### src/rtl/branch_resolve_trainer.sv
// Execute-side companion of the perceptron predictor: tracks in-flight predictions, redirects on
// mispredict, repairs the speculative GHR and returns training updates over a valid/ready port.
module branch_resolve_trainer #(
   parameter int DEPTH    = 4,
   parameter int HIST_LEN = 16,
   parameter int SUM_W    = 10,
   parameter int THETA    = 30,
   localparam int TW      = $clog2(DEPTH)
) (
   input  logic                CLK,
   input  logic                RES,
   input  logic                HLT,
   input  logic                alloc_valid,
   output logic                alloc_ready,
   input  logic [31:0]         alloc_pc,
   input  logic                alloc_pred_taken,
   input  logic [SUM_W-1:0]    alloc_sum,
   output logic [TW-1:0]       alloc_tag,
   input  logic                res_valid,
   output logic                res_ready,
   input  logic [TW-1:0]       res_tag,
   input  logic                res_taken,
   input  logic [31:0]         res_target,
   output logic                flush,
   output logic [31:0]         flush_pc,
   output logic [HIST_LEN-1:0] ghr,
   output logic                train_valid,
   input  logic                train_ready,
   output logic [31:0]         train_pc,
   output logic                train_taken,
   output logic [HIST_LEN-1:0] train_hist,
   output logic [TW:0]         inflight,
   output logic                tag_err
);

   typedef enum logic [1:0] {
      E_FREE = 2'd0,
      E_PEND = 2'd1,
      E_DONE = 2'd2
   } entry_state_e;

   localparam int SW1 = SUM_W + 1;
   localparam int CW  = TW + 1;
   localparam logic [SUM_W:0] THETA_C = SW1'(THETA);
   localparam logic [TW:0]    DEPTH_C = CW'(DEPTH);

   entry_state_e        st_q    [DEPTH];
   entry_state_e        st_d    [DEPTH];
   logic [31:0]         pc_q    [DEPTH];
   logic                pred_q  [DEPTH];
   logic                taken_q [DEPTH];
   logic                misp_q  [DEPTH];
   logic                lowc_q  [DEPTH];
   logic [HIST_LEN-1:0] hist_q  [DEPTH];

   logic [TW-1:0]       wr_q, wr_d, rs_q, rs_d, rt_q, rt_d;
   logic [TW:0]         cnt_q, cnt_d;
   logic [HIST_LEN-1:0] ghr_q, ghr_d;
   logic                flush_q, flush_d;
   logic [31:0]         flush_pc_q, flush_pc_d;
   logic                tag_err_q, tag_err_d;

   logic [SUM_W:0]      sum_ext, sum_abs;
   logic                alloc_low_conf, alloc_fire, res_fire, mispredict_now;
   logic                rt_done, rt_needs_train, retire;
   logic [TW-1:0]       rs_off;

   // |sum| is taken one bit wider so the most negative sum does not wrap back to itself.
   assign sum_ext        = {alloc_sum[SUM_W-1], alloc_sum};
   assign sum_abs        = sum_ext[SUM_W] ? (~sum_ext + SW1'(1)) : sum_ext;
   assign alloc_low_conf = (sum_abs <= THETA_C);

   assign res_ready      = !HLT && (st_q[rs_q] == E_PEND);
   assign res_fire       = res_valid && res_ready;
   assign mispredict_now = res_fire && (res_taken != pred_q[rs_q]);
   assign alloc_ready    = !HLT && (cnt_q < DEPTH_C) && !mispredict_now;
   assign alloc_fire     = alloc_valid && alloc_ready;

   assign rt_done        = (st_q[rt_q] == E_DONE);
   assign rt_needs_train = misp_q[rt_q] || lowc_q[rt_q];
   assign retire         = !HLT && rt_done && (!rt_needs_train || train_ready);
   assign rs_off         = rs_q - rt_q;

   always_comb begin
      // NOTE: combinational next-state uses blocking '=' with every target defaulted first, so no latch is inferred.
      st_d       = st_q;
      wr_d       = wr_q;
      rs_d       = rs_q;
      rt_d       = rt_q;
      cnt_d      = cnt_q;
      ghr_d      = ghr_q;
      flush_d    = flush_q;
      flush_pc_d = flush_pc_q;
      tag_err_d  = tag_err_q;
      if (!HLT) begin
         flush_d    = 1'b0;
         flush_pc_d = '0;
         if (alloc_fire) begin
            st_d[wr_q] = E_PEND;
            wr_d       = wr_q + TW'(1);
            ghr_d      = {ghr_q[HIST_LEN-2:0], alloc_pred_taken};
         end
         if (retire) begin
            st_d[rt_q] = E_FREE;
            rt_d       = rt_q + TW'(1);
         end
         if (res_fire) begin
            st_d[rs_q] = E_DONE;
            rs_d       = rs_q + TW'(1);
            if (res_tag != rs_q) tag_err_d = 1'b1;
         end
         if (mispredict_now) begin
            // Everything allocated after rs is on the wrong path; rt..rs stay intact.
            for (int i = 0; i < DEPTH; i++) begin
               if (TW'(TW'(i) - rt_q) > rs_off) st_d[i] = E_FREE;
            end
            wr_d       = rs_q + TW'(1);
            ghr_d      = {hist_q[rs_q][HIST_LEN-2:0], res_taken};
            flush_d    = 1'b1;
            flush_pc_d = res_taken ? res_target : (pc_q[rs_q] + 32'd4);
            cnt_d      = CW'(rs_off) + CW'(1) - CW'(retire);
         end else begin
            cnt_d      = cnt_q + CW'(alloc_fire) - CW'(retire);
         end
      end
   end

   always_ff @(posedge CLK or negedge RES) begin
      if (!RES) begin
         for (int i = 0; i < DEPTH; i++) st_q[i] <= E_FREE;
         wr_q       <= '0;
         rs_q       <= '0;
         rt_q       <= '0;
         cnt_q      <= '0;
         ghr_q      <= '0;
         flush_q    <= 1'b0;
         flush_pc_q <= '0;
         tag_err_q  <= 1'b0;
      end else begin
         st_q       <= st_d;
         wr_q       <= wr_d;
         rs_q       <= rs_d;
         rt_q       <= rt_d;
         cnt_q      <= cnt_d;
         ghr_q      <= ghr_d;
         flush_q    <= flush_d;
         flush_pc_q <= flush_pc_d;
         tag_err_q  <= tag_err_d;
      end
   end

   // NOTE: entry payload is not reset; it is only ever read while the entry's state says it is valid.
   always_ff @(posedge CLK) begin
      if (alloc_fire) begin
         pc_q[wr_q]   <= alloc_pc;
         pred_q[wr_q] <= alloc_pred_taken;
         lowc_q[wr_q] <= alloc_low_conf;
         hist_q[wr_q] <= ghr_q;
      end
      if (res_fire) begin
         taken_q[rs_q] <= res_taken;
         misp_q[rs_q]  <= mispredict_now;
      end
   end

   assign alloc_tag   = wr_q;
   assign flush       = flush_q;
   assign flush_pc    = flush_pc_q;
   assign ghr         = ghr_q;
   assign inflight    = cnt_q;
   assign tag_err     = tag_err_q;
   assign train_valid = rt_done && rt_needs_train;
   assign train_pc    = train_valid ? pc_q[rt_q] : '0;
   assign train_taken = train_valid ? taken_q[rt_q] : 1'b0;
   assign train_hist  = train_valid ? hist_q[rt_q] : '0;

endmodule

### config.mk
export PLATFORM = sky130hd
export DESIGN_NAME = branch_resolve_trainer
export DESIGN_NICKNAME = d
export VERILOG_FILES = /design/src/rtl/branch_resolve_trainer.sv
export SDC_FILE = /design/constraint.sdc
export NUM_CORES = 1
export LEC_CHECK = 0
export ABC_AREA = 1
export CAP_MARGIN = 30
export CORE_AREA = 2 2 186 188
export DETAILED_ROUTE_END_ITERATION = 8
export DIE_AREA = 0 0 188 190
export PLACE_DENSITY = 0.66
export SKIP_CTS_REPAIR_TIMING = 1
export SYNTH_ARGS = -nofsm -noshare
export SYNTH_HDL_FRONTEND = slang
export SYNTH_SLANG_ARGS = --single-unit
### constraint.sdc
create_clock -name CLK -period 7.8 [get_ports CLK]
set_input_delay 1.17 -clock CLK [delete_from_list [all_inputs] [get_ports CLK]]
set_output_delay 1.17 -clock CLK [all_outputs]
set_load 0.01 [all_outputs]
# Yosys cells after proc, flatten, opt, wreduce, memory -nomap -nowiden

Memory sizes are Yosys's and may differ from the RTL's.
Cells that the tools add are included.

Add/sub/neg operators: 14
Order comparisons: 12
Equality and inequality tests: 4
Muxes and demuxes: 38
Bitwise gates (word level): 13
Reduce and logical (&&, ||, !) cells: 22

Operator list:

| kind                                                                          | number |
|---|---|
| 32-bit 2-to-1 mux                                                             | 3 |
| 16-bit 2-to-1 mux                                                             | 3 |
| 8-bit 2-to-1 mux                                                              | 6 |
| 32-bit by 3-bit adder with 32-bit output (second input constant)              | 1 |
| 2-bit 2-to-1 mux                                                              | 13 |
| 2-bit demux with 2-bit select                                                 | 3 |
| 1-bit logical AND                                                             | 12 |
| 11-bit by 1-bit adder with 11-bit output (second input constant)              | 1 |
| 11-bit by 5-bit <= comparator with 1-bit output (second input constant)       | 1 |
| 11-bit 2-to-1 mux                                                             | 1 |
| 11-bit inverter                                                               | 1 |
| 3-bit greater-or-equal comparator (second input constant)                     | 3 |
| 3-bit by 1-bit less-than comparator with 1-bit output (second input constant) | 3 |
| 2-bit inverter with 3-bit output                                              | 3 |
| 4-bit bitwise AND                                                             | 2 |
| 8-bit bitwise AND                                                             | 1 |
| 2-bit binary-select mux with 2-bit select                                     | 2 |
| 2-bit greater-than comparator                                                 | 4 |
| 4-bit inverter                                                                | 2 |
| 8-bit inverter                                                                | 1 |
| 4-bit OR                                                                      | 2 |
| 2-bit by 1-bit adder with 2-bit output (second input constant)                | 3 |
| 1-bit 2-to-1 mux                                                              | 6 |
| 2-bit AND reduction                                                           | 3 |
| other kinds (17)                                                              | 23 |

Flip-flop bits (word level): 67
Memory bits (writable): 208
Input port bits: 84
Output and inout bits: 107
Logic and storage cells: 121
Memories: 6

Memory list:

| memory  | depth | width | read ports | clocked after memory_dff | wr ports | line | text |
|---|---|---|---|---|---|---|---|
| pc_q    | 4     | 32    | 2          | 0                        | 1        | 49   | `logic [31:0] pc_q [DEPTH];` |
| hist_q  | 4     | 16    | 2          | 0                        | 1        | 54   | `logic [HIST_LEN-1:0] hist_q [DEPTH];` |
| lowc_q  | 4     | 1     | 1          | 0                        | 1        | 53   | `logic lowc_q [DEPTH];` |
| misp_q  | 4     | 1     | 1          | 0                        | 1        | 52   | `logic misp_q [DEPTH];` |
| pred_q  | 4     | 1     | 1          | 0                        | 1        | 50   | `logic pred_q [DEPTH];` |
| taken_q | 4     | 1     | 1          | 0                        | 1        | 51   | `logic taken_q [DEPTH];` |

# Longest topological paths before layout

Gate-level depths: netlist of run 1.

Depth in word-level cells: 20
Depth in mapped cells: 20
Mapped depth without buffers: 18

# Least setup slack after synthesis of run 1

No wires, ideal clock.

Path type: input to register
From: in res_taken
To: mem hist_q[2][0] (enable)
Library setup time: 0.405 ns
Arrival: 3.079 ns
Setup slack: 4.316 ns
Cell stages on the path: 8
Path buffers: 2
Cell sequence: buf_2 > clkinv_1 > nand3_1 > nand2_1 > nand3_2 > buf_2 > nand4_1 > inv_1

Word-level cells in the longest chain between the ends: 7

Ends and longest elaborated chain:

| element                                | line | text |
|---|---|---|
| from (decl)                            | 22   | `input logic res_taken,` |
| 1-bit != test                          | 75   | `assign mispredict_now = res_fire && (res_taken != pred_q[rs_q]);` |
| 1-bit logical AND                      | 75   |  |
| 1-bit zero test                        | 76   | `assign alloc_ready = !HLT && (cnt_q < DEPTH_C) && !mispredict_now;` |
| 1-bit logical AND                      | 76   |  |
| 1-bit logical AND                      | 77   | `assign alloc_fire = alloc_valid && alloc_ready;` |
| 1-bit 2-to-1 mux                       | 154  | `if (alloc_fire) begin` |
| 1-bit 2-to-1 mux (implied by the code) | 158  | `hist_q[wr_q] <= ghr_q;` |
| to (decl)                              | 54   |  |

No other way between the ends.

# Worst setup path after layout of run 1

From: reg rt_q[1]
To: out train_pc[31]

Word-level cells in the longest chain between the ends: 7
Elaborated cells on any way between the ends: 11

Ends and longest elaborated chain:

| element                                                | line | text |
|---|---|---|
| from (decl)                                            | 56   | `logic [TW-1:0] wr_q, wr_d, rs_q, rs_d, rt_q, rt_d;` |
| from (signal assigned)                                 | 143  | `rt_q <= rt_d;` |
| 2-bit inverter with 3-bit output (implied by the code) | 79   | `assign rt_done = (st_q[rt_q] == E_DONE);` |
| 2-bit binary-select mux with 2-bit select              | 79   |  |
| 2-bit 2-to-1 mux (implied by the code) (2 in series)   | 79   |  |
| 2-bit equality test                                    | 79   |  |
| 1-bit logical AND                                      | 172  | `assign train_valid = rt_done && rt_needs_train;` |
| 32-bit 2-to-1 mux *                                    | 173  | `assign train_pc = train_valid ? pc_q[rt_q] : '0;` |
| to (decl)                                              | 29   | `output logic [31:0] train_pc,` |

Every way passes the cells marked *; elsewhere a longest branch is shown, timed or not. The select of a mux whose other input is x is not followed.

==> impl_metrics.ini, run 1 <==
[layout]
n_antenna_cell = 0
layoutNonFillerInstCount = 2452
drive_gt1_share_pct = 5.01
finalInstanceArea_um2 = 18000
fin_nets = 2084
area_growth_pct = 20.0

[sta]
fmax_mhz = 190
hold_violations = 0
max_slew.worst_pin.slew_ns = 0.990
rsz0062_at_grt = false
relSlewSlack_pct = 34.0
finalCritPeriodShare_pct = 67.4
drv_slew = 0
fin_tns_setup_ns = 0
fin_skew_ns = 0.0135
fin_crit_ns = 5.26
setup_viol = 0

[placement]
dp_cells = 2398
globalplace.congestion = 0.997
dpl_cell_area_um2 = 17000
dp_hpwl_um = 30400
io_buffer_count = 190

[worst_setup_path]
critPathArrivalTime_ns = 4.09
cp_cell_sequence = clkinv_1 -> nand3_1 -> nand2_1 -> a21oi_1 -> inv_2 -> a221oi_1 -> clkdlybuf4s50_1
worst-setup-path-type = flip-flop to output port
rr_worst_depth = 9
crit_slowest_cell = clkinv_1
crit_path_end_kind = output port
slowest_delay_ns = 0.73
crit_family = buffers and inverters
start_kind = flip-flop
cp.required_ns = 6.63
worstPathMaxFanout = 49
worst-path-buf-inv = 3
path_depth = 7

[grt]
grt_pass1_vias = 12439
overflow = 0
use_met3_pct = 3.43
busiest_layer = met2
grt_pass1_wl_um = 71200
use_met1_pct = 37.2
track_usage_pct = 25.3
use_met2_pct = 39.6
grt_max_degree = 90
antenna_found_initial = 0

[die]
std_cell_rows = 68
die_x_um = 188
fp.dieH_um = 190
core_area_um2 = 33900
start_util_pct = 44.1
die-area_um2 = 35700
pin_count = 191

[pwr]
leakage_uw = 0.00727
power_density_nw_per_um2 = 362
swShare_pct = 44.6
combPwrFrac_pct = 48.4
p_sw_uw = 2900
seqPwrFrac_pct = 31.4
clockPowerShare_pct = 20.2
cell_internal_pwr_uw = 3610
peakVddDrop_v = 0.000245

[route]
vias_per_cell = 5.37
first_pass_iters = 6
vias = 13157
wl_per_cell_um = 18.6
drc = 0
drtAntennaViolNets = 0
wl_um = 45700
drtIter0Drc = 1144

[synth]
syn_area_um2 = 15000
yosysMostFrequentCell = nand2_1
synth-edff-count = 208
synth-seq-cells = 275
ys_seq_area_share_pct = 52.9
yosysTopAreaCell = edfxtp_1
synthFlopType = edfxtp_1
yosys-top-cells-count = 521 x nand2_1, 315 x nor2_1, 208 x edfxtp_1
netlist.area_leader.share_pct = 41.7
ys_types = 42
syn_area_per_cell_um2 = 8.14
syn_inst = 1838
netlist_top_cells_area = edfxtp_1 42%, nand2_1 13%, dfrtp_1 11%, nor2_1 7.9%, o21ai_0 6.1%
async_flop_share_pct = 24.4
yosys_warnings = 0
syn_nets = 1947

[outcome]
status = complete, no violations

[clocking]
cts-root-buf = clkbuf_16
h-tree-depth = 1
cts_tree = built
clk_pin_slew_ns = 0.06
cts_buffers = 29
cts.path.max_buffers = 3
clk_latency_ns = 0.56
clkSinkCount = 275

[worst_hold_path]
hold_path.class = primary input to asynchronous set/reset pin

[job]
maxCapViolations = 0
==> per-stage QoR <==
stage          hold WS [ns]  worst slack (ns)  utilization [%]  total power [uW]
6_report              0.427              2.54             52.9              6510
5_1_grt               0.407              2.33             52.9              6960
4_1_cts               0.482              2.55             52.8              6520
3_5_place_dp          0.465              2.65             50.2              5190
3_3_place_gp          0.464              2.86             50.2              5170
2_1_floorplan         0.465              4.32                -              4010
==> sequential cells by signal, indices dropped and copies added (netlist names) <==
| signal | cells |
|---|---|
| ghr | 16 |
| pc_q | 128 |
| taken_q | 4 |
| lowc_q | 4 |
| inflight | 3 |
| flush_pc | 32 |
| tag_err | 1 |
| rt_q | 2 |
| flush | 1 |
| st_q | 8 |
| pred_q | 4 |
| rs_q | 2 |
| alloc_tag | 2 |
| misp_q | 4 |
| hist_q | 64 |
==> power groups by stage <==
stage / clock, uW / combinational [uW] / sequential [uW]
after floorplan: 0 / 2030 / 1980
after global placement: 0 / 3110 / 2070
after detailed placement: 0 / 3120 / 2070
after CTS: 1340 / 3140 / 2040
after global routing: 1390 / 3490 / 2070
final: 1310 / 3150 / 2050
==> area by class of cell <==
| cell class | count | area (um^2) |
|---|---|---|
| Clock inverter | 10 | 70.1 |
| Timing Repair Buffer | 206 | 2040 |
| Tap cell | 455 | 569 |
| Inverter | 109 | 412 |
| Multi-Input combinational cell | 1354 | 6120 |
| Fill cell | 3096 | 16000 |
| Sequential cell | 275 | 7930 |
| Clock buffer | 43 | 828 |
==> per-layer routing <==
layer / vias up / wire length (um) / part of all wire [%]
li1: 6364 / - / -
met1: 6208 / 21000 / 46
met2: 511 / 20500 / 45
met3: 74 / 3150 / 6.9
met4: 0 / 1020 / 2.2
met5: - / 0 / 0
==> cells in the final DEF (no fill, tap or decap), drive strengths merged, types with 22 or more instances in the layout <==
cell,count
a21oi,82
edfxtp,208
clkbuf,43
clkdlybuf4s50,189
o21ai,208
nand3,119
inv,109
nand2,529
nor2,331
dfrtp,67
ha,22
==> kinds of logic (layout without fill, tap and decap cells) <==
family,Yosys count,in the layout,share of synthesized area (%)
and+or+nand+nor,1000,1000,27.0
AOI/OAI and AO/OA,322,322,11.2
DFF,275,275,52.9
buffers and inverters,209,368,6.19
adders and majority gates,25,25,2.24
xor gates and xnor gates,7,7,0.410
==> final timing paths <==
path | slack [ns] | to | start
max | 2.54 | train_pc[31] | rt_q[1]
min | 0.43 | ghr[2] | RES
max reg2reg | 3.73 | hist_q[1][1] | rs_q[1]
min reg2reg | 0.48 | flush_pc[29] | flush_pc[29]
max in group asynchronous | 6.77 | flush_pc[26] | RES
min in group CLK | 0.48 | flush_pc[29] | flush_pc[29]
Note: power is estimated with default switching activity, not from simulation.
==> inputs of run 2 (changes only) <==
==> constraint.sdc (replaced) <==
create_clock -name CLK -period 5.4 [get_ports CLK]
set_input_delay 0.81 -clock CLK [delete_from_list [all_inputs] [get_ports CLK]]
set_output_delay 0.81 -clock CLK [all_outputs]
set_load 0.01 [all_outputs]
==> run 2 against run 1 <==
Effect of this change:
- power increased by 50%
- count of clock-buffer cells in the layout decreased by 5
- final area increased by 1.1%
- critical path type unchanged
==> impl_metrics.ini, run 2 (synthesis gave the netlist of run 1 again) <==
[pwr]
power_density_nw_per_um2 = 536
leakage_uw = 0.00737
peakVddDrop_v = 0.000365

[worst_setup_path]
cp.required_ns = 4.59
crit_path_end_kind = output port
crit_family = buffers and inverters
worst-setup-path-type = flip-flop to output port
worst-path-buf-inv = 4
timing.rr.start = rs_q[1]
critPathLaunch = rt_q[0]
crit_slowest_cell = clkdlybuf4s50_1
worstPathMaxFanout = 31
critPathArrivalTime_ns = 3.64
slowest_delay_ns = 0.61
start_kind = flip-flop
cp_cell_sequence = inv_2 -> nand3_1 -> nand3_1 -> nand2_1 -> a21oi_1 -> inv_2 -> buf_4 -> a21oi_1 -> clkdlybuf4s50_1

[clocking]
cts_buffers = 31
clk_latency_ns = 0.59
cts_tree = built
h-tree-depth = 1
cts.path.max_buffers = 3
clkSinkCount = 275
cts-root-buf = clkbuf_16
clk_pin_slew_ns = 0.06

[route]
wl_um = 47400
vias_per_cell = 5.42
wl_per_cell_um = 19.2
drtAntennaViolNets = 0
drc = 0
vias = 13365
drtIter0Drc = 1134
first_pass_iters = 5

[die]
pin_count = 191
std_cell_rows = 68
die_x_um = 188
die-area_um2 = 35700
core_area_um2 = 33900
fp.dieH_um = 190
start_util_pct = 44.1

[sta]
relSlewSlack_pct = 37.5
setup_viol = 0
fin_crit_ns = 4.45
hold_violations = 0
rsz0062_at_grt = false
fin_skew_ns = 0.0225
fin_tns_setup_ns = 0
drv_slew = 0
fmax_mhz = 225
finalCritPeriodShare_pct = 82.4
max_slew.worst_pin.slew_ns = 0.937

[placement]
dp_hpwl_um = 31100
globalplace.congestion = 0.941
dpl_cell_area_um2 = 17100
dp_cells = 2409
io_buffer_count = 190

[worst_hold_path]
hold_path.class = primary input to asynchronous set/reset pin

[grt]
grt_max_degree = 86
overflow = 0
grt_pass1_vias = 12795
track_usage_pct = 26.1
grt_pass1_wl_um = 72600
antenna_found_initial = 1

[layout]
final_cell_mix = 521 x nand2_1, 315 x nor2_1, 208 x edfxtp_1, 189 x clkdlybuf4s50_1, 181 x o21ai_0
fin_nets = 2097
largest_reg_flops = 128
final_common_cell = nand2_1
regMostFlops = pc_q
layoutNonFillerInstCount = 2468
drive_gt1_share_pct = 5.72
finalInstanceArea_um2 = 18200
area_growth_pct = 21.4

[outcome]
status = complete, no violations

[job]
maxCapViolations = 0
==> run 2: cell types whose count changed in the layout (fill, tap and decap cells not counted) <==
cell        before  now
clkbuf_8         5    1
buf_12           0    1
bufinv_16        0    3
clkinvlp_4       0    2
clkinv_2         5    6
buf_4           16   26
clkinv_1         4    7
diode_2          0    1
inv_6            1    0
clkbuf_16       29   31
inv_8            0    1
clkbuf_1         9    6
==> run 2: per-stage QoR <==
| stage | total power, uW | hold WS, ns | setup WS (ns) | util (%) |
|---|---|---|---|---|
| finish | 9740 | 0.0220 | 0.950 | 53.5 |
| global route | 10400 | 0.0191 | 0.799 | 53.5 |
| CTS | 9710 | 0.0162 | 1.01 | 53.4 |
| detailed placement | 7600 | 0.465 | 1.32 | 50.5 |
| global placement | 7560 | 0.462 | 1.38 | 50.5 |
| floorplan | 5790 | 0.465 | 2.28 | - |
==> run 2: worst paths after layout <==
path,slack [ns],endpoint,depth (start not counted)
setup reg to reg,1.60,flush_pc[28],16
hold reg to reg,0.48,flush_pc[15],2
min in group CLK,0.48,flush_pc[15],2
max in group asynchronous,4.64,flush_pc[9],3
setup / recovery,0.95,train_pc[5],9
hold / removal,0.02,ghr[1],1
==> run 2: metal layers <==
layer  share of wire, %  wire length (um)  up-vias  global-route usage (%)
met5                  0                 0        -                       0
met4                2.0               936        0                    7.12
met3                8.6              4080       71                    5.07
met2                 45             21400      586                    41.2
met1                 44             21000     6308                    36.9
li1                   -                 -     6400                       -
==> run 2: area by class of cell <==
class                   instances  area, um^2
multi-input cells            1354        6120
clock inverters                19         194
inverters                     109         412
fillers                      3113       15800
well taps                     455         569
repair buffers                217        2130
clock buffers                  38         812
flip-flops and latches        275        7930
diodes                          1        2.50
==> run 2: worst reg2reg max path: cells and delay by family, from the launching register on <==
family	cells	cell delay, ns
and+or+nand+nor	10	1.25
DFF	1	0.70
buffers and inverters	3	1.15
AOI/OAI and AO/OA	2	0.32
adders and majority gates	1	0.25
==> run 2: power breakdown <==
group	switching (uW)	internal (uW)	leakage, uW
clock network	886	1220	0.000490
registers	327	2620	0.00278
logic	3130	1560	0.00410
==> inputs of run 3 (changes only) <==
==> constraint.sdc (replaced) <==
create_clock -name CLK -period 4.4 [get_ports CLK]
set_input_delay 0.66 -clock CLK [delete_from_list [all_inputs] [get_ports CLK]]
set_output_delay 0.66 -clock CLK [all_outputs]
set_load 0.01 [all_outputs]
==> run 3 against run 2 <==
Effect of this change:
- combinational power rose by 22%
- power increased by 21%
- global-route usage down 0.64 points
- die area stayed put
- via count fell by 0.56%
- non-clock buffer count decreased by 3
- count of clock-buffer cells in the layout down 7
- routed wire length is 2.8% lower
- critical endpoint is now train_pc[31]
- largest power group unchanged
==> impl_metrics.ini, run 3 (synthesis gave the netlist of run 1 again) <==
[grt]
grt_pass1_wl_um = 71100
track_usage_pct = 25.5
grt_pass1_vias = 12648
overflow = 0
antenna_found_initial = 1
grt_max_degree = 69

[route]
drc = 0
wl_um = 46000
vias = 13290
vias_per_cell = 5.40
drtAntennaViolNets = 0
first_pass_iters = 5
wl_per_cell_um = 18.7
drtIter0Drc = 1089

[layout]
fin_util_pct = 53.3
area_growth_pct = 20.9
nFillCells = 3113
multi_input_area_um2 = 6120
fin_nets = 2092
largest_reg_flops = 128
layoutNonFillerInstCount = 2460
drive_gt1_share_pct = 5.54
seqCellArea_um2 = 7930
regMostFlops = pc_q
final_common_cell = nand2_1
final_cell_mix = 521 x nand2_1, 315 x nor2_1, 208 x edfxtp_1, 189 x clkdlybuf4s50_1, 181 x o21ai_0

[die]
die_x_um = 188
die-area_um2 = 35700
fp.dieH_um = 190
std_cell_rows = 68
pin_count = 191
start_util_pct = 44.1
core_area_um2 = 33900

[sta]
rsz0062_at_grt = false
fin_tns_setup_ns = 0
drv_slew = 0
setup_viol = 0
hold_violations = 0
setup_ws_ns = 0.468
finalCritPeriodShare_pct = 89.4
fin_crit_ns = 3.93
fmax_mhz = 254
max_slew.worst_pin.slew_ns = 0.820
fin_skew_ns = 0.00721
relSlewSlack_pct = 45.3

[worst_setup_path]
crit_slowest_cell = clkdlybuf4s50_1
cp.required_ns = 3.74
worst-path-buf-inv = 4
crit_family = buffers and inverters
crit_path_end_kind = output port
rrSetupSlack_ns = 0.79
cp_cell_sequence = clkinv_1 -> buf_4 -> nand3_1 -> a21oi_1 -> inv_2 -> a221oi_1 -> clkdlybuf4s50_1
slowest_delay_ns = 0.64
start_kind = flip-flop
worstPathMaxFanout = 32
critPathArrivalTime_ns = 3.27
worst-setup-path-type = flip-flop to output port

[placement]
io_buffer_count = 190
dp_hpwl_um = 30100
globalplace.congestion = 0.949
dp_cells = 2407
pre_cts_slack_ns = 0.835

[pwr]
leakage_uw = 0.00731
power_density_nw_per_um2 = 650
p_sw_uw = 5200
seqPwrFrac_pct = 30.4
combPwrFrac_pct = 48.6
swShare_pct = 44.2
clockPowerShare_pct = 21.0
cell_internal_pwr_uw = 6560
peakVddDrop_v = 0.000395

[clocking]
clkSinkCount = 275
clk_latency_ns = 0.56
cts-root-buf = clkbuf_16
h-tree-depth = 1
clk_pin_slew_ns = 0.06
cts_tree = built
cts.path.max_buffers = 3
cts_buffers = 29

[worst_hold_path]
hold_path.class = primary input to asynchronous set/reset pin

[outcome]
status = complete, no violations

[job]
maxCapViolations = 0
[run 3: worst paths after layout]
kind	startpoint	to	cells after the start
min in group CLK	flush_pc[5]	flush_pc[5]	2
max reg2reg	rs_q[0]	st_q[2]	14
min	RES	ghr[2]	1
min reg2reg	flush_pc[5]	flush_pc[5]	2
max in group asynchronous	RES	rt_q[0]	2
max	rt_q[1]	train_pc[31]	7
[run 3: metrics by stage]
step                      area (um^2)  power, uW  hold slack (ns)
after detailed placement        17100       9260            0.464
after global routing            18100      12500            0.100
final                           18100      11800           0.0704
after global placement          17100       9200            0.463
after CTS                       18100      11800           0.0799
after floorplan                 15000       7110            0.364
[run 3: final cells by class]
type,count,share of cell area (%)
sequential,275,43.8
multi-input combinational,1354,33.8
timing repair buffer,214,11.7
clock buffer,31,4.05
tap,455,3.15
inverter,109,2.27
clock inverter,21,1.21
antenna,1,0.0138
[run 3: layer usage]
layer,up-vias,share of wire [%],GRT usage (%)
met5,-,0,0
met4,0,2.3,7.30
met3,68,7.4,3.21
met2,519,46,41.7
met1,6307,44,35.7
li1,6396,-,-
[run 3: worst reg2reg max path, stage by stage (launching register included)]
cell and delay (ns):
dfrtp_4 0.73, inv_4 0.41, buf_4 0.54, ha_1 0.24
inv_1 0.07, fa_1 0.54, inv_1 0.09, ha_1 0.29
inv_1 0.05, nor2_1 0.03, o21ai_0 0.13, o21ai_0 0.11
inv_1 0.09, nand3_1 0.08, a21oi_1 0.14
[run 3: power groups by stage]
stage	clock [uW]	sequential, uW	combinational [uW]
3_3_place_gp	0	3610	5590
4_1_cts	2510	3570	5690
5_1_grt	2610	3620	6290
2_1_floorplan	0	3510	3600
6_report	2470	3570	5720
3_5_place_dp	0	3620	5640
